<file path="src/rtl/gpredict_ctrl.sv">
// ---------------------------------------------------------------------------
// gpredict_ctrl
// Speculation controller for a gshare global branch predictor.
// Owns the speculative global history register (ghr), forms the PHT read
// index, keeps up to DEPTH in-flight predictions in an in-order queue,
// retires resolutions in order, writes back the updated 2-bit saturating
// counter, repairs the ghr on a mispredict and counts mispredicts.
//
// Optional feature macro: GPREDICT_CTRL_STATS_EN
//   defined   : resolved_count counts every retired branch (saturating)
//   undefined : resolved_count is tied to zero, no counter register exists
//
// Ports
//   clk, reset         rising-edge clock, synchronous active-high reset
//   pred_valid/ready   predict request handshake (ready = queue not full)
//   pred_pc            branch PC of the predict request
//   pred_taken         prediction, combinational from pht_rd_ctr
//   pht_rd_idx/ctr     combinational PHT read port
//   res_valid/taken    in-order resolution of the oldest in-flight branch
//   pht_wr_en/idx/ctr  registered PHT write port
//   flush              1-cycle pulse after a mispredict
//   res_err            1-cycle pulse after a resolution with an empty queue
//   ghr                speculative global history
//   inflight           queue occupancy
//   mispredict_count   saturating mispredict count since reset
//   resolved_count     saturating retired-branch count (see macro above)
// ---------------------------------------------------------------------------
module gpredict_ctrl #(
   parameter int unsigned PC_W  = 8,
   parameter int unsigned GHR_W = 8,
   parameter int unsigned DEPTH = 4
) (
   input  logic                    clk,
   input  logic                    reset,
   input  logic                    pred_valid,
   output logic                    pred_ready,
   input  logic [PC_W-1:0]         pred_pc,
   output logic                    pred_taken,
   output logic [GHR_W-1:0]        pht_rd_idx,
   input  logic [1:0]              pht_rd_ctr,
   input  logic                    res_valid,
   input  logic                    res_taken,
   output logic                    pht_wr_en,
   output logic [GHR_W-1:0]        pht_wr_idx,
   output logic [1:0]              pht_wr_ctr,
   output logic                    flush,
   output logic                    res_err,
   output logic [GHR_W-1:0]        ghr,
   output logic [$clog2(DEPTH):0]  inflight,
   output logic [31:0]             mispredict_count,
   output logic [31:0]             resolved_count
);

   localparam int unsigned PTR_W = $clog2(DEPTH);
   localparam int unsigned CNT_W = PTR_W + 1;
   localparam int unsigned MIN_W = (PC_W < GHR_W) ? PC_W : GHR_W;

   // In-flight queue storage: one entry per predicted, unresolved branch
   logic [GHR_W-1:0] q_idx  [DEPTH];
   logic [1:0]       q_ctr  [DEPTH];
   logic             q_pred [DEPTH];
   logic [GHR_W-1:0] q_ghr  [DEPTH];

   logic [PTR_W-1:0] rd_ptr;
   logic [PTR_W-1:0] wr_ptr;
   logic [CNT_W-1:0] count;

   logic [GHR_W-1:0] pc_ext;
   logic             accept;
   logic             pop;
   logic             push;
   logic             mispredict;
   logic [GHR_W-1:0] head_idx;
   logic [1:0]       head_ctr;
   logic             head_pred;
   logic [GHR_W-1:0] head_ghr;
   logic [1:0]       new_ctr;

   // Index and prediction are pure combinational functions of the request
   assign pc_ext      = GHR_W'(pred_pc[MIN_W-1:0]);
   assign pht_rd_idx  = pc_ext ^ ghr;
   assign pred_taken  = pht_rd_ctr[1];

   // Ready depends on registered occupancy only, so a pop never frees a slot
   // for a same-cycle accept
   assign pred_ready  = (count != CNT_W'(DEPTH));
   assign accept      = pred_valid && pred_ready;
   assign pop         = res_valid && (count != '0);

   assign head_idx    = q_idx[rd_ptr];
   assign head_ctr    = q_ctr[rd_ptr];
   assign head_pred   = q_pred[rd_ptr];
   assign head_ghr    = q_ghr[rd_ptr];

   assign mispredict  = pop && (res_taken != head_pred);
   // A mispredict flushes the queue, so a same-cycle accept is dropped
   assign push        = accept && !mispredict;
   assign inflight    = count;

   // Saturating 2-bit counter update from the predict-time snapshot
   always_comb begin
      new_ctr = head_ctr;
      if (res_taken) begin
         if (head_ctr != 2'd3) new_ctr = head_ctr + 2'd1;
      end else begin
         if (head_ctr != 2'd0) new_ctr = head_ctr - 2'd1;
      end
   end

   // Queue payload: written on push, no reset needed (pointers gate validity)
   always_ff @(posedge clk) begin
      if (!reset && push) begin
         q_idx[wr_ptr]  <= pht_rd_idx;
         q_ctr[wr_ptr]  <= pht_rd_ctr;
         q_pred[wr_ptr] <= pred_taken;
         q_ghr[wr_ptr]  <= ghr;
      end
   end

   // Pointers, occupancy and speculative history
   always_ff @(posedge clk) begin
      if (reset) begin
         rd_ptr <= '0;
         wr_ptr <= '0;
         count  <= '0;
         ghr    <= '0;
      end else if (mispredict) begin
         rd_ptr <= '0;
         wr_ptr <= '0;
         count  <= '0;
         // Repair: history as it was before the bad branch, plus its real outcome
         ghr    <= {head_ghr[GHR_W-2:0], res_taken};
      end else begin
         if (push) begin
            wr_ptr <= wr_ptr + PTR_W'(1);
            ghr    <= {ghr[GHR_W-2:0], pred_taken};
         end
         if (pop) rd_ptr <= rd_ptr + PTR_W'(1);
         if (push && !pop)      count <= count + CNT_W'(1);
         else if (!push && pop) count <= count - CNT_W'(1);
      end
   end

   // Registered PHT write port and status pulses
   always_ff @(posedge clk) begin
      if (reset) begin
         pht_wr_en  <= 1'b0;
         pht_wr_idx <= '0;
         pht_wr_ctr <= '0;
         flush      <= 1'b0;
         res_err    <= 1'b0;
      end else begin
         pht_wr_en  <= pop;
         if (pop) begin
            pht_wr_idx <= head_idx;
            pht_wr_ctr <= new_ctr;
         end
         flush      <= mispredict;
         res_err    <= res_valid && (count == '0);
      end
   end

   // Saturating mispredict counter
   always_ff @(posedge clk) begin
      if (reset) begin
         mispredict_count <= '0;
      end else if (mispredict && (mispredict_count != 32'hFFFF_FFFF)) begin
         mispredict_count <= mispredict_count + 32'd1;
      end
   end

`ifdef GPREDICT_CTRL_STATS_EN
   // Saturating retired-branch counter
   always_ff @(posedge clk) begin
      if (reset) begin
         resolved_count <= '0;
      end else if (pop && (resolved_count != 32'hFFFF_FFFF)) begin
         resolved_count <= resolved_count + 32'd1;
      end
   end
`else
   assign resolved_count = '0;
`endif

endmodule

</file>
<file path="config.mk">
export PLATFORM = sky130hd
export DESIGN_NAME = gpredict_ctrl
export DESIGN_NICKNAME = d
export VERILOG_FILES = /design/src/rtl/gpredict_ctrl.sv
export SDC_FILE = /design/constraint.sdc
export NUM_CORES = 1
export LEC_CHECK = 0
export CAP_MARGIN = 20
export CORE_UTILIZATION = 52
export CTS_CLUSTER_SIZE = 10
export DETAILED_ROUTE_END_ITERATION = 10
export PLACE_DENSITY = 0.8
export RECOVER_POWER = 25
export SYNTH_ARGS = -nofsm -noshare
export SYNTH_HDL_FRONTEND = slang
export SYNTH_SLANG_ARGS = --single-unit
</file>
<file path="constraint.sdc">
create_clock -name clk -period 3.35 [get_ports clk]
set_clock_uncertainty 0.1 [all_clocks]
set_input_delay 0.8375 -clock clk [delete_from_list [all_inputs] [get_ports clk]]
set_output_delay 0.8375 -clock clk [all_outputs]
set_load 0.005 [all_outputs]
</file>
**Yosys cells after proc, flatten, opt, wreduce, memory -nomap -nowiden**

Memories as Yosys holds them, arrays and structs flattened. A register that Yosys moved wholly into a read port is not among the register bits.
Index checks and enable logic that the tools add are counted.

- $add $sub $neg: 7
- Multipliers: 0
- Divide/modulo/power cells: 0
- Magnitude comparators: 0
- Eq/ne operators: 4
- Shifts and indexed selects: 0
- Muxes and demuxes: 15
- Bitwise logic cells: 1
- Reductions and logical operators: 19

Operators with widths:

| kind | number |
|---|---|
| $add 32x1->32 const B | 1 |
| $ne 32x32->1 const B | 1 |
| $mux 2 | 9 |
| $mux 8 | 2 |
| $logic_and 1x1->1 | 9 |
| $xor 8x8->8 | 1 |
| $add 2x1->2 const B | 3 |
| $mux 3 | 2 |
| $reduce_bool 2->1 | 3 |
| $logic_not 1->1 | 4 |
| $add 3x1->3 const B | 1 |
| $logic_not 3->1 | 1 |
| $ne 3x3->1 const B | 1 |
| $reduce_bool 3->1 | 1 |
| $sub 3x1->3 const B | 1 |
| $mux 1 | 2 |
| $ne 2x2->1 const B | 1 |
| $reduce_or 2->1 | 1 |
| $sub 2x1->2 const B | 1 |
| $ne 1x1->1 | 1 |

- Register bits: 52
- Latch bits: 0
- Bits in writable memories: 76
- Bits in read-only memories: 0
- Output and inout bits: 98
- Logic and storage cells: 59
- Memories: 4

Memories:

| memory | depth | width | rd ports | clocked after Yosys merged registers in | write ports | RTL line | text |
|---|---|---|---|---|---|---|---|
| q_ghr | 4 | 8 | 1 | 1 | 1 | 62 | `logic [GHR_W-1:0] q_ghr [DEPTH];` |
| q_idx | 4 | 8 | 1 | 1 | 1 | 59 | `logic [GHR_W-1:0] q_idx [DEPTH];` |
| q_ctr | 4 | 2 | 1 | 1 | 1 | 60 | `logic [1:0] q_ctr [DEPTH];` |
| q_pred | 4 | 1 | 1 | 1 | 1 | 61 | `logic q_pred [DEPTH];` |

**Logic depth before layout (Yosys ltp)**

- Depth after elaboration: 9
- Gate-level depth with buffers: 9

**Least setup slack after synthesis**

Ideal clock, no wire load.

- Kind: reg-to-reg
- Start: register with a tool-made name
- End: memory q_ctr[0][0] (enable)
- Library setup time: 0.375 ns
- Data arrival time: 2.219 ns
- Setup slack: 0.656 ns
- Cell stages (with the launch flop): 8
- Buffers on the path: 2
- Clock period less this slack: 2.694 ns
- Path through: dfxtp_1 > buf_6 > mux4_2 > xnor2_4 > buf_6 > and2_2 > nor2_1 > and3_1

RTL lines:

| item | RTL line |
|---|---|
| to (decl) | 60 |

**Worst setup path in the final report**

- Start: input port pred_pc[3]
- End: output port pht_rd_idx[3]

- Word-level cells in the longest chain between the ends: 1

RTL lines:

| item | RTL line | text |
|---|---|---|
| from (decl) | 37 | `input logic [PC_W-1:0] pred_pc,` |
| $xor 8x8->8 | 81 | `assign pht_rd_idx = pc_ext ^ ghr;` |
| to (decl) | 39 | `output logic [GHR_W-1:0] pht_rd_idx,` |

No other way between the ends.

==> run_results.csv <==
group,metric,value,unit
route,wl_met2,6310,µm
cts,postCtsResizedCells,0,
cts,clkTransAtPathRegs,0.06,ns
power_and_ir_drop,switchingPower,1.41,mW
sta,hold_viol_final,0,
final_layout,n_antenna_cell,0,
route,final_antenna_net_count,0,
run,drv_cap,0,
synth,async_flop_share,0,
critical_path,crit_end,"pht_rd_idx[3]",
synth,syn_inst,481,
final_layout,design_area,7250,µm²
floorplan,fp.dieH,108,µm
route,totalWireLength,12600,µm
critical_path,crit_arrival,2.26,ns
floorplan,die_area,11600,µm²
cts,cts-hold-fix-buffers,0,
global_routing,antenna_found_initial,0,
cts,htree_levels,4,
critical_path,rr_endpoint,"mispredict_count[1]",
sta,period_share,0.956,
final_layout,nets,593,
synth,yosysTopAreaCellShare,0.352,
sta,max_freq,312,MHz
sta,setup_tns,0,ns
global_routing,grt.total_usage,0.231,
global_routing,grt_pass1_vias,4141,
route,dr_wl_met3,812,µm
route,drt-initial-drc-count,214,
critical_path,critPathLaunchType,"primary input",
cts,post_cts.repair.setup_buffers,0,
worst_hold_path,whs_path_depth,2,
synth,synth_flop_cell,"edfxtp_1",
synth,ys_top_cells_by_area,"edfxtp_1 (35%), dfxtp_1 (21%), buf_4 (4.3%), mux4_1 (3.6%), mux4_2 (3.5%)",
synth,synth_commonest_cells,"edfxtp_1 (68), dfxtp_1 (62), nand2_1 (44)",
worst_hold_path,hp-class,"register to register",
placement,port-buffer-count,80,
critical_path,crit_required,2.41,ns
floorplan,core_area,10800,µm²
cts,root_buffer,"clkbuf_8",
critical_path,r2r_start,"mispredict_count[12]",
route,firstDrtPassIters,4,
power_and_ir_drop,pwr-share-comb,0.203,
critical_path,rrSetupSlack,0.47,ns
synth,synth.most_common_cell,"edfxtp_1",
placement,gp_congestion,0.786,
cts,clkSinkCount,130,
floorplan,initial_core_util,0.535,
critical_path,startpoint,"pred_pc[3]",
power_and_ir_drop,p_per_area,701,nW/µm²
power_and_ir_drop,pwr-share-seq,0.416,
floorplan,num_io_pins,113,
final_layout,layout-drive-gt1-share,0.116,
run_status,outcome,"complete, no violations",
final_layout,fillers,808,
sta,final_max_slew_viol_count,0,
synth,ys_warn_count,0,
power_and_ir_drop,internal_power,3.67,mW
route,top_layer,"met4",
global_routing,grt_pass1_wl,20300,µm
synth,synth_area,5800,µm²
floorplan,num_rows,38,
critical_path,end_kind,"output port",
power_and_ir_drop,p_leak,2.46,nW
global_routing,grt_max_degree,64,
placement,dpl.hpwl,7760,µm
cts,insertion_delay,0.51,ns
global_routing,grt-ovfl-total,0,
synth,ys_types,56,
critical_path,path_max_fanout,5,
cts,cts_buffers,17,
synth,yosysTopAreaCell,"edfxtp_1",
critical_path,critPathKind,"primary input to output port",
synth,synth_seq_cells,130,
placement,post_dp_cell_area,6660,µm²
sta,relSlewSlack,0.120,
sta,worstMarginPinSlew,1.32,ns
sta,rsz0062_at_grt,"false",
power_and_ir_drop,irDropWorstVdd,0.634,mV
route,wl_per_cell,17.4,µm
route,dr_total_vias,4127,
route,routed_via_density,5.69,
synth,syn-mean-instance-area,12.0,µm²
synth,ys_seq_area_frac,0.566,
synth,synth_edf_count,68,
sta,period_minus_slack,3.20,ns
route,wl_met1,5320,µm
cts,cts_tree,"done",
route,drc_errors,0,
final_layout,syn_to_final_growth,25.2,%
power_and_ir_drop,p_sw_frac,0.278,
power_and_ir_drop,pwr-share-clk,0.381,
floorplan,die_w,108,µm
cts,clk_path_buf_depth,2,
critical_path,r2r_cells,5,
sta,setup_viol,0,
[metal layers]
metal / global-route usage / up-vias
li1: - / 1923
met1: 0.282 / 2012
met2: 0.396 / 172
met3: 0.0587 / 20
met4: 0.0822 / 0
met5: 0 / -
[stage by stage]
| stage | setup slack, ns | util | cells | hold WS, ns | total power, mW |
|---|---|---|---|---|---|
| finish | 0.149 | 0.669 | 725 | 0.358 | 5.08 |
| global route | 0.121 | 0.669 | 725 | 0.388 | 5.31 |
| CTS | 0.237 | 0.671 | 725 | 0.357 | 5.14 |
| detailed placement | 0.119 | 0.614 | 693 | 0.348 | 3.18 |
| global placement | 0.211 | 0.614 | 693 | 0.346 | 3.12 |
| floorplan | 0.656 | - | 512 | 0.353 | 2.71 |
[cell usage in the layout, fill, tap and decap left out, drive strengths merged, types with 17 or more instances in the layout]
master,count
o21ai,22
clkbuf,26
edfxtp,68
clkdlybuf4s50,70
mux4,17
nor2,28
nand2,44
dfxtp,62
a21oi,40
conb,32
[worst max-delay path, stage by stage]
cell and delay, ns:
dlygate4sd3_1 0.54, xor2_1 0.32, clkdlybuf4s50_1 0.57
[worst min path at each step]
stage	startpoint	end	slack, ns
6_report	pht_wr_idx[4]	pht_wr_idx[4]	0.36
3_3_place_gp	pht_wr_idx[3]	pht_wr_idx[3]	0.35
3_5_place_dp	pht_wr_idx[2]	pht_wr_idx[2]	0.35
2_1_floorplan	pht_wr_idx[0]	pht_wr_idx[0]	0.35
5_1_grt	pht_wr_idx[4]	pht_wr_idx[4]	0.39
4_1_cts	pht_wr_idx[2]	pht_wr_idx[2]	0.36
[cells by family (layout without fill, tap and decap cells)]
group | after synthesis | count (layout) | share of synthesized area
xor gates and xnor gates | 14 | 14 | 0.0244
adders and majority gates | 6 | 6 | 0.0142
and+or+nand+nor | 154 | 154 | 0.145
AOI/OAI and AO/OA | 90 | 90 | 0.0956
other | 1 | 32 | 0.000647
buffers and inverters | 64 | 137 | 0.0730
muxes | 22 | 22 | 0.0805
DFF | 130 | 130 | 0.566
[power by group through the flow]
stage / Sequential, mW / Combinational [mW] / Clock (mW)
after floorplan: 2.08 / 0.630 / 0
after global placement: 2.13 / 0.999 / 0
after detailed placement: 2.14 / 1.04 / 0
after CTS: 2.12 / 1.06 / 1.96
after global routing: 2.14 / 1.13 / 2.04
final: 2.11 / 1.03 / 1.94
[sequential cells by signal (all words and copies together) (netlist names), named ones only]
register and count:
q_pred 4, mispredict_count 32, res_err 1, pht_wr_idx 8, pht_wr_en 1, q_idx 32, ghr 8, q_ctr 4
inflight 3, flush 1, rd_ptr 2, pht_wr_ctr 2, wr_ptr 2, q_ghr 28
[cell type report]
type                    instances  area (µm²)  share of cell area
repair buffers                 96         928               0.128
clock buffers                  19         422              0.0581
inverters                       9        33.8             0.00466
well taps                     140         175              0.0242
flip-flops and latches        130        3280               0.453
multi-input cells             318        2210               0.305
clock inverters                13         200              0.0276
Power figures use the tool's default switching activity.
